## config.mk

```make
export PLATFORM = sky130hd
export DESIGN_NAME = sync_ram_clr
export DESIGN_NICKNAME = d
export VERILOG_FILES = /design/src/rtl/sync_ram_clr.sv
export SDC_FILE = /design/constraint.sdc
export NUM_CORES = 1
export LEC_CHECK = 0
export BUFFER_PORTS_ARGS = -buffer_cell sky130_fd_sc_hd__buf_4
export CAP_MARGIN = 10
export CORE_MARGIN = 2
export CORE_UTILIZATION = 41
export DETAILED_ROUTE_END_ITERATION = 12
export PLACE_DENSITY_LB_ADDON = 0.2
export SETUP_SLACK_MARGIN = 0.5
export SLEW_MARGIN = 5
export SYNTH_ARGS = -nofsm -noshare
export SYNTH_HDL_FRONTEND = slang
export SYNTH_SLANG_ARGS = --single-unit
```

## constraint.sdc

```tcl
create_clock -name clk -period 3.3 [get_ports clk]
set_input_delay 0.33 -clock clk [delete_from_list [all_inputs] [get_ports clk]]
set_output_delay 0.33 -clock clk [all_outputs]
set_load 0.05 [all_outputs]
```

## src/rtl/sync_ram_clr.sv

```systemverilog
// Single-port synchronous RAM with registered read, read-valid strobe and a zero-fill clear sweep.
// Optional even-parity storage and checking when SYNC_RAM_CLR_PARITY_EN is defined.
module sync_ram_clr #(
    parameter int DATA_W = 16,
    parameter int ADDR_W = 6,
    parameter int DEPTH  = 2**ADDR_W
) (
    input  logic              clk,
    input  logic              rst_n,
    input  logic              we,
    input  logic              re,
    input  logic [ADDR_W-1:0] addr,
    input  logic [DATA_W-1:0] data,
    input  logic              clr,
`ifdef SYNC_RAM_CLR_PARITY_EN
    input  logic              par_inj,
    output logic              parity_err,
`endif
    output logic [DATA_W-1:0] out,
    output logic              out_valid,
    output logic              busy
);

`ifdef SYNC_RAM_CLR_PARITY_EN
    localparam int MEM_W = DATA_W + 1;
`else
    localparam int MEM_W = DATA_W;
`endif

    localparam logic [0:0]        CLEAR     = 1'b0;
    localparam logic [0:0]        IDLE      = 1'b1;
    localparam logic [ADDR_W-1:0] LAST      = ADDR_W'(DEPTH - 1);
    localparam logic [ADDR_W:0]   DEPTH_EXT = (ADDR_W + 1)'(DEPTH);

    logic [0:0]        state;
    logic [ADDR_W-1:0] ptr;
    logic [MEM_W-1:0]  mem [DEPTH];

    logic              in_range;
    logic              accept_wr;
    logic [MEM_W-1:0]  wr_word;
    logic [MEM_W-1:0]  rd_word;
    logic              mem_we;
    logic [ADDR_W-1:0] mem_waddr;
    logic [MEM_W-1:0]  mem_wdata;

    assign busy      = (state == CLEAR);
    assign in_range  = ({1'b0, addr} < DEPTH_EXT);
    assign accept_wr = (state == IDLE) && we && in_range;

`ifdef SYNC_RAM_CLR_PARITY_EN
    // Stored parity bit is even parity of the data, optionally flipped for fault injection.
    assign wr_word = {(^data) ^ par_inj, data};
`else
    assign wr_word = data;
`endif

    // Write-first: a same-cycle write forwards the new word to the read path.
    assign rd_word = accept_wr ? wr_word : mem[addr];

    always_comb begin
        mem_we    = 1'b0;
        mem_waddr = addr;
        mem_wdata = wr_word;
        if (rst_n && !clr) begin
            if (state == CLEAR) begin
                mem_we    = 1'b1;
                mem_waddr = ptr;
                mem_wdata = '0;
            end else if (accept_wr) begin
                mem_we = 1'b1;
            end
        end
    end

    always_ff @(posedge clk) begin
        if (mem_we) begin
            mem[mem_waddr] <= mem_wdata;
        end
    end

    // Handshake: re is accepted on an edge only when rst_n=1, clr=0 and busy=0; out_valid is
    // high for exactly the one cycle after each accepted read, with out (and parity_err) valid.
    always_ff @(posedge clk) begin
        if (!rst_n || clr) begin
            state     <= CLEAR;
            ptr       <= '0;
            out       <= '0;
            out_valid <= 1'b0;
`ifdef SYNC_RAM_CLR_PARITY_EN
            parity_err <= 1'b0;
`endif
        end else if (state == CLEAR) begin
            out       <= '0;
            out_valid <= 1'b0;
`ifdef SYNC_RAM_CLR_PARITY_EN
            parity_err <= 1'b0;
`endif
            if (ptr == LAST) begin
                state <= IDLE;
            end else begin
                ptr <= ptr + 1'b1;
            end
        end else begin
            out_valid <= re;
            if (re) begin
                if (in_range) begin
                    out <= rd_word[DATA_W-1:0];
`ifdef SYNC_RAM_CLR_PARITY_EN
                    parity_err <= ^rd_word;
`endif
                end else begin
                    out <= '0;
`ifdef SYNC_RAM_CLR_PARITY_EN
                    parity_err <= 1'b0;
`endif
                end
            end
        end
    end

endmodule

```

==> key figures <==
Outcome
  – Outcome: complete, no violations

Critical path
  – Register-to-register setup slack: 0.56 ns
  – CP endpoint: mem[58][9]
  – Worst setup EP type: flip-flop
  – Worst Path Max Fanout: 12
  – Kind of critical path: flip-flop to flip-flop
  – Slowest-stage cell, CP: o22ai_1
  – Critical-path cell list: inv_1, nand2_1, o22ai_1, nand2_1, nor2_1, buf_4
  – R2R Path Start: state
  – Worst Reg2Reg Path Length in Cells: 6
  – Cell depth of the worst setup path: 6
  – Crit path from: state
  – Delay-heaviest family, CP: simple AND/OR/NAND/NOR gates
  – Critical Path AT: between 3 and 4 ns
  – Worst r2r dst: mem[58][9]
  – Crit path largest cell delay: roughly 0.41 ns
  – WP data required: 3.65 ns
  – Crit start category: flip-flop
  – Top cell by count, worst path: nand2_1
  – Critical path buffer and inverter count: 2

Power
  – Worst VDD drop: 0.000446 V
  – LEAKAGE: about 16 nW
  – Power density cells: 585 mW/mm^2
  – Tot Pwr: approximately 28 mW

Global routing
  – Initial antenna violation count: 2
  – First-pass GRT wire length: 154 mm
  – Vias in the first global route: around 21000
  – Remaining Overflow, GRT: 0
  – Tot GR Track Use: 0.210
  – Largest net degree at the start of global routing: 65

Yosys
  – Synth cell types: 52
  – Mapped cell area: between 0.04 and 0.05 sq mm
  – Yosys reg bits: 1048
  – Warnings from Yosys: 0
  – Syn Nets: 2032
  – Number of flops mapped to enable cells by yosys: 1024
  – Sequential fraction of the synthesis area: 0.759
  – Cells after Synth: 2004
  – Avg Cell Area, Syn: 20.5 sq um
  – FFs w/ async S/R, synth: 0
  – Primary FF master, synth: edfxtp_1

Placed design
  – Setup slack at placement: ~0.21 ns
  – DP Area: between 0.04 and 0.05 sq mm
  – PortBufs: 44
  – Hpwl dp: roughly 68 mm
  – Final weighted congestion in routability-driven placement: 0.869

Clocking
  – CTS max path bufs: 3
  – CTS root buf: clkbuf_16
  – CTS Buf Count: 104
  – Clk_lat worst skew: between 0.6 and 0.7 ns
  – CTS Sinks: between 1000 and 1500
  – TritonCTS clock tree: yes
  – Clk slew on worst S/H paths: approximately 0.060 ns
  – Post-CTS setup buffer count: 0
  – H-tree depth: 3

Drt
  – Final ANT Viol Nets: 0
  – # DRC: 0
  – Drt wl/cell: 29.6 um
  – DRT Pass-1 Iters: 5
  – Vias/cell: 5.78
  – Starting DRT DRC Count: roughly 2300
  – Drt total wl: ~110 mm
  – Via count: approximately 21000

Cells and area
  – Design Area, Final: 0.0480 sq mm
  – Post-layout net count: about 2300
  – Synth-to-Final Area Change: 16.6%
  – Layout cells sized above 1: 0.267

STA
  – Hold Violations, Final: 0
  – Slew margin rel.: 0.399
  – Final Skew: 0.0274 ns
  – Min Tclk post-route: 2.74 ns
  – Setup tns final: 0 ns
  – Final Max Slew Viols: 0
  – RSZ-0062 raised after global routing: true
  – Post-route clock period utilization: 0.830
  – Endpoints failing setup: 0
  – Setup WS post-layout: approximately 0.56 ns
  – Worst hold slack: 0.0473 ns
  – Fmax: approximately 0.37 GHz
  – Worst-Margin Slew: 0.899 ns

Floorplan
  – Die width: between 300 and 400 um
  – Core area: approximately 0.1 sq mm
  – Cell Rows: approximately 120
  – Die H: 321 um
  – Top Ports: 45
  – Die area: around 0.10 sq mm
  – Initial Util: 0.412

Worst hold path
  – Hold Path Depth: 2
  – Worst hold path class: input port to flip-flop

Flow run
  – Max cap viols: 0
-- flip-flops by register name (all words and copies together) (netlist names) --
name       count
mem         1024
state          1
ptr            6
out           16
out_valid      1
-- where the power goes --
group / total (mW) / switching (mW) / internal [mW] / leakage [nW]
Combinational: 1.50 / 0.960 / 0.543 / 4.51
Clock: 11.9 / 4.95 / 6.92 / 1.66
Sequential: 14.7 / 0.00886 / 14.7 / 9.47
-- cell families after synthesis --
family / Yosys count / share of synthesized area
buf+inv: 113 / 0.0183
compound gates: 172 / 0.0316
simple gates: 289 / 0.0334
fa+ha+maj: 1 / 0.000304
mux: 371 / 0.155
flops: 1048 / 0.759
xor+xnor: 10 / 0.00213
-- cells in the final DEF, fill, tap and decap left out, types with 5 or more instances in the layout --
cell type,count
edfxtp_1,1024
buf_4,182
mux4_2,180
mux2i_1,166
clkbuf_16,107
nand2_1,80
nor2_1,77
a22oi_1,74
buf_12,54
nand3_1,35
a21oi_1,31
mux4_1,25
dfxtp_1,24
o21ai_0,22
nand4_1,22
clkinv_1,20
clkinv_2,20
clkbuf_1,16
and2_2,15
nor3b_1,13
bufinv_16,13
nor2_2,10
a221oi_2,9
o211ai_2,8
xnor2_1,7
nor2b_1,6
nand3b_1,6
or3_1,6
a221oi_1,6
clkinvlp_4,6
inv_6,5
-- repair_timing --
action / 4_1_cts / 5_1_grt
hold buffers: 1 / 0
resized for setup: 0 / 3
setup endpoints to repair: 0 / 45
endpoints found under the hold margin: 1 / 0
-- metrics by stage --
| stage | util | std cells |
|---|---|---|
| 6_report | 0.481 | 3622 |
| 5_1_grt | 0.481 | 3621 |
| 4_1_cts | 0.481 | 3621 |
| 3_5_place_dp | 0.447 | 3431 |
| 3_3_place_gp | 0.447 | 3431 |
| 2_1_floorplan | - | 2004 |
-- routing by layer --
layer | track usage | share of wire | wire, um | vias to the layer above
met4 | 0.0533 | 0.019 | 2080 | 0
met3 | 0.0376 | 0.075 | 8100 | 131
met1 | 0.303 | 0.44 | 46800 | 11200
met2 | 0.330 | 0.47 | 50300 | 836
met5 | 0 | 0 | 0 | -
li1 | - | - | - | 8790
-- worst min path at each step --
stage                 start         end  slack, ns
floorplan                re      out[0]       0.43
global placement    out[15]     out[15]       0.53
detailed placement  out[15]     out[15]       0.53
CTS                 data[2]  mem[24][2]      0.008
global route        data[2]  mem[24][2]       0.04
finish              data[2]  mem[24][2]       0.05
-- cell type report --
class	count	area (sq um)
diodes	1	2.50
clock buffers	123	2740
clock inverters	66	672
fillers	8004	51700
inverters	4	15.0
multi-input cells	843	9200
flip-flops and latches	1048	31200
well taps	1298	1620
repair buffers	239	2480
-- synthesized netlist by cell type (all sizes together), types with 4 or more instances --
master  number  share of area
a221oi      15         0.0046
nor2b        7         0.0011
nor2        87         0.0080
xnor2        7         0.0015
a32oi        4        0.00085
nand4       22         0.0033
nand2       82         0.0075
o21ai       22         0.0027
nor3b       13         0.0024
dfxtp       24          0.012
nand3       35         0.0043
or3          6        0.00091
mux2i      166          0.040
inv          4        0.00036
nand3b       6         0.0011
edfxtp    1024           0.75
a22oi       75          0.014
and2        20         0.0030
buf         75          0.015
clkbuf      34         0.0031
mux4       205           0.11
a21oi       31         0.0038
o211ai      12         0.0032
(Power assumes the default switching activity.)
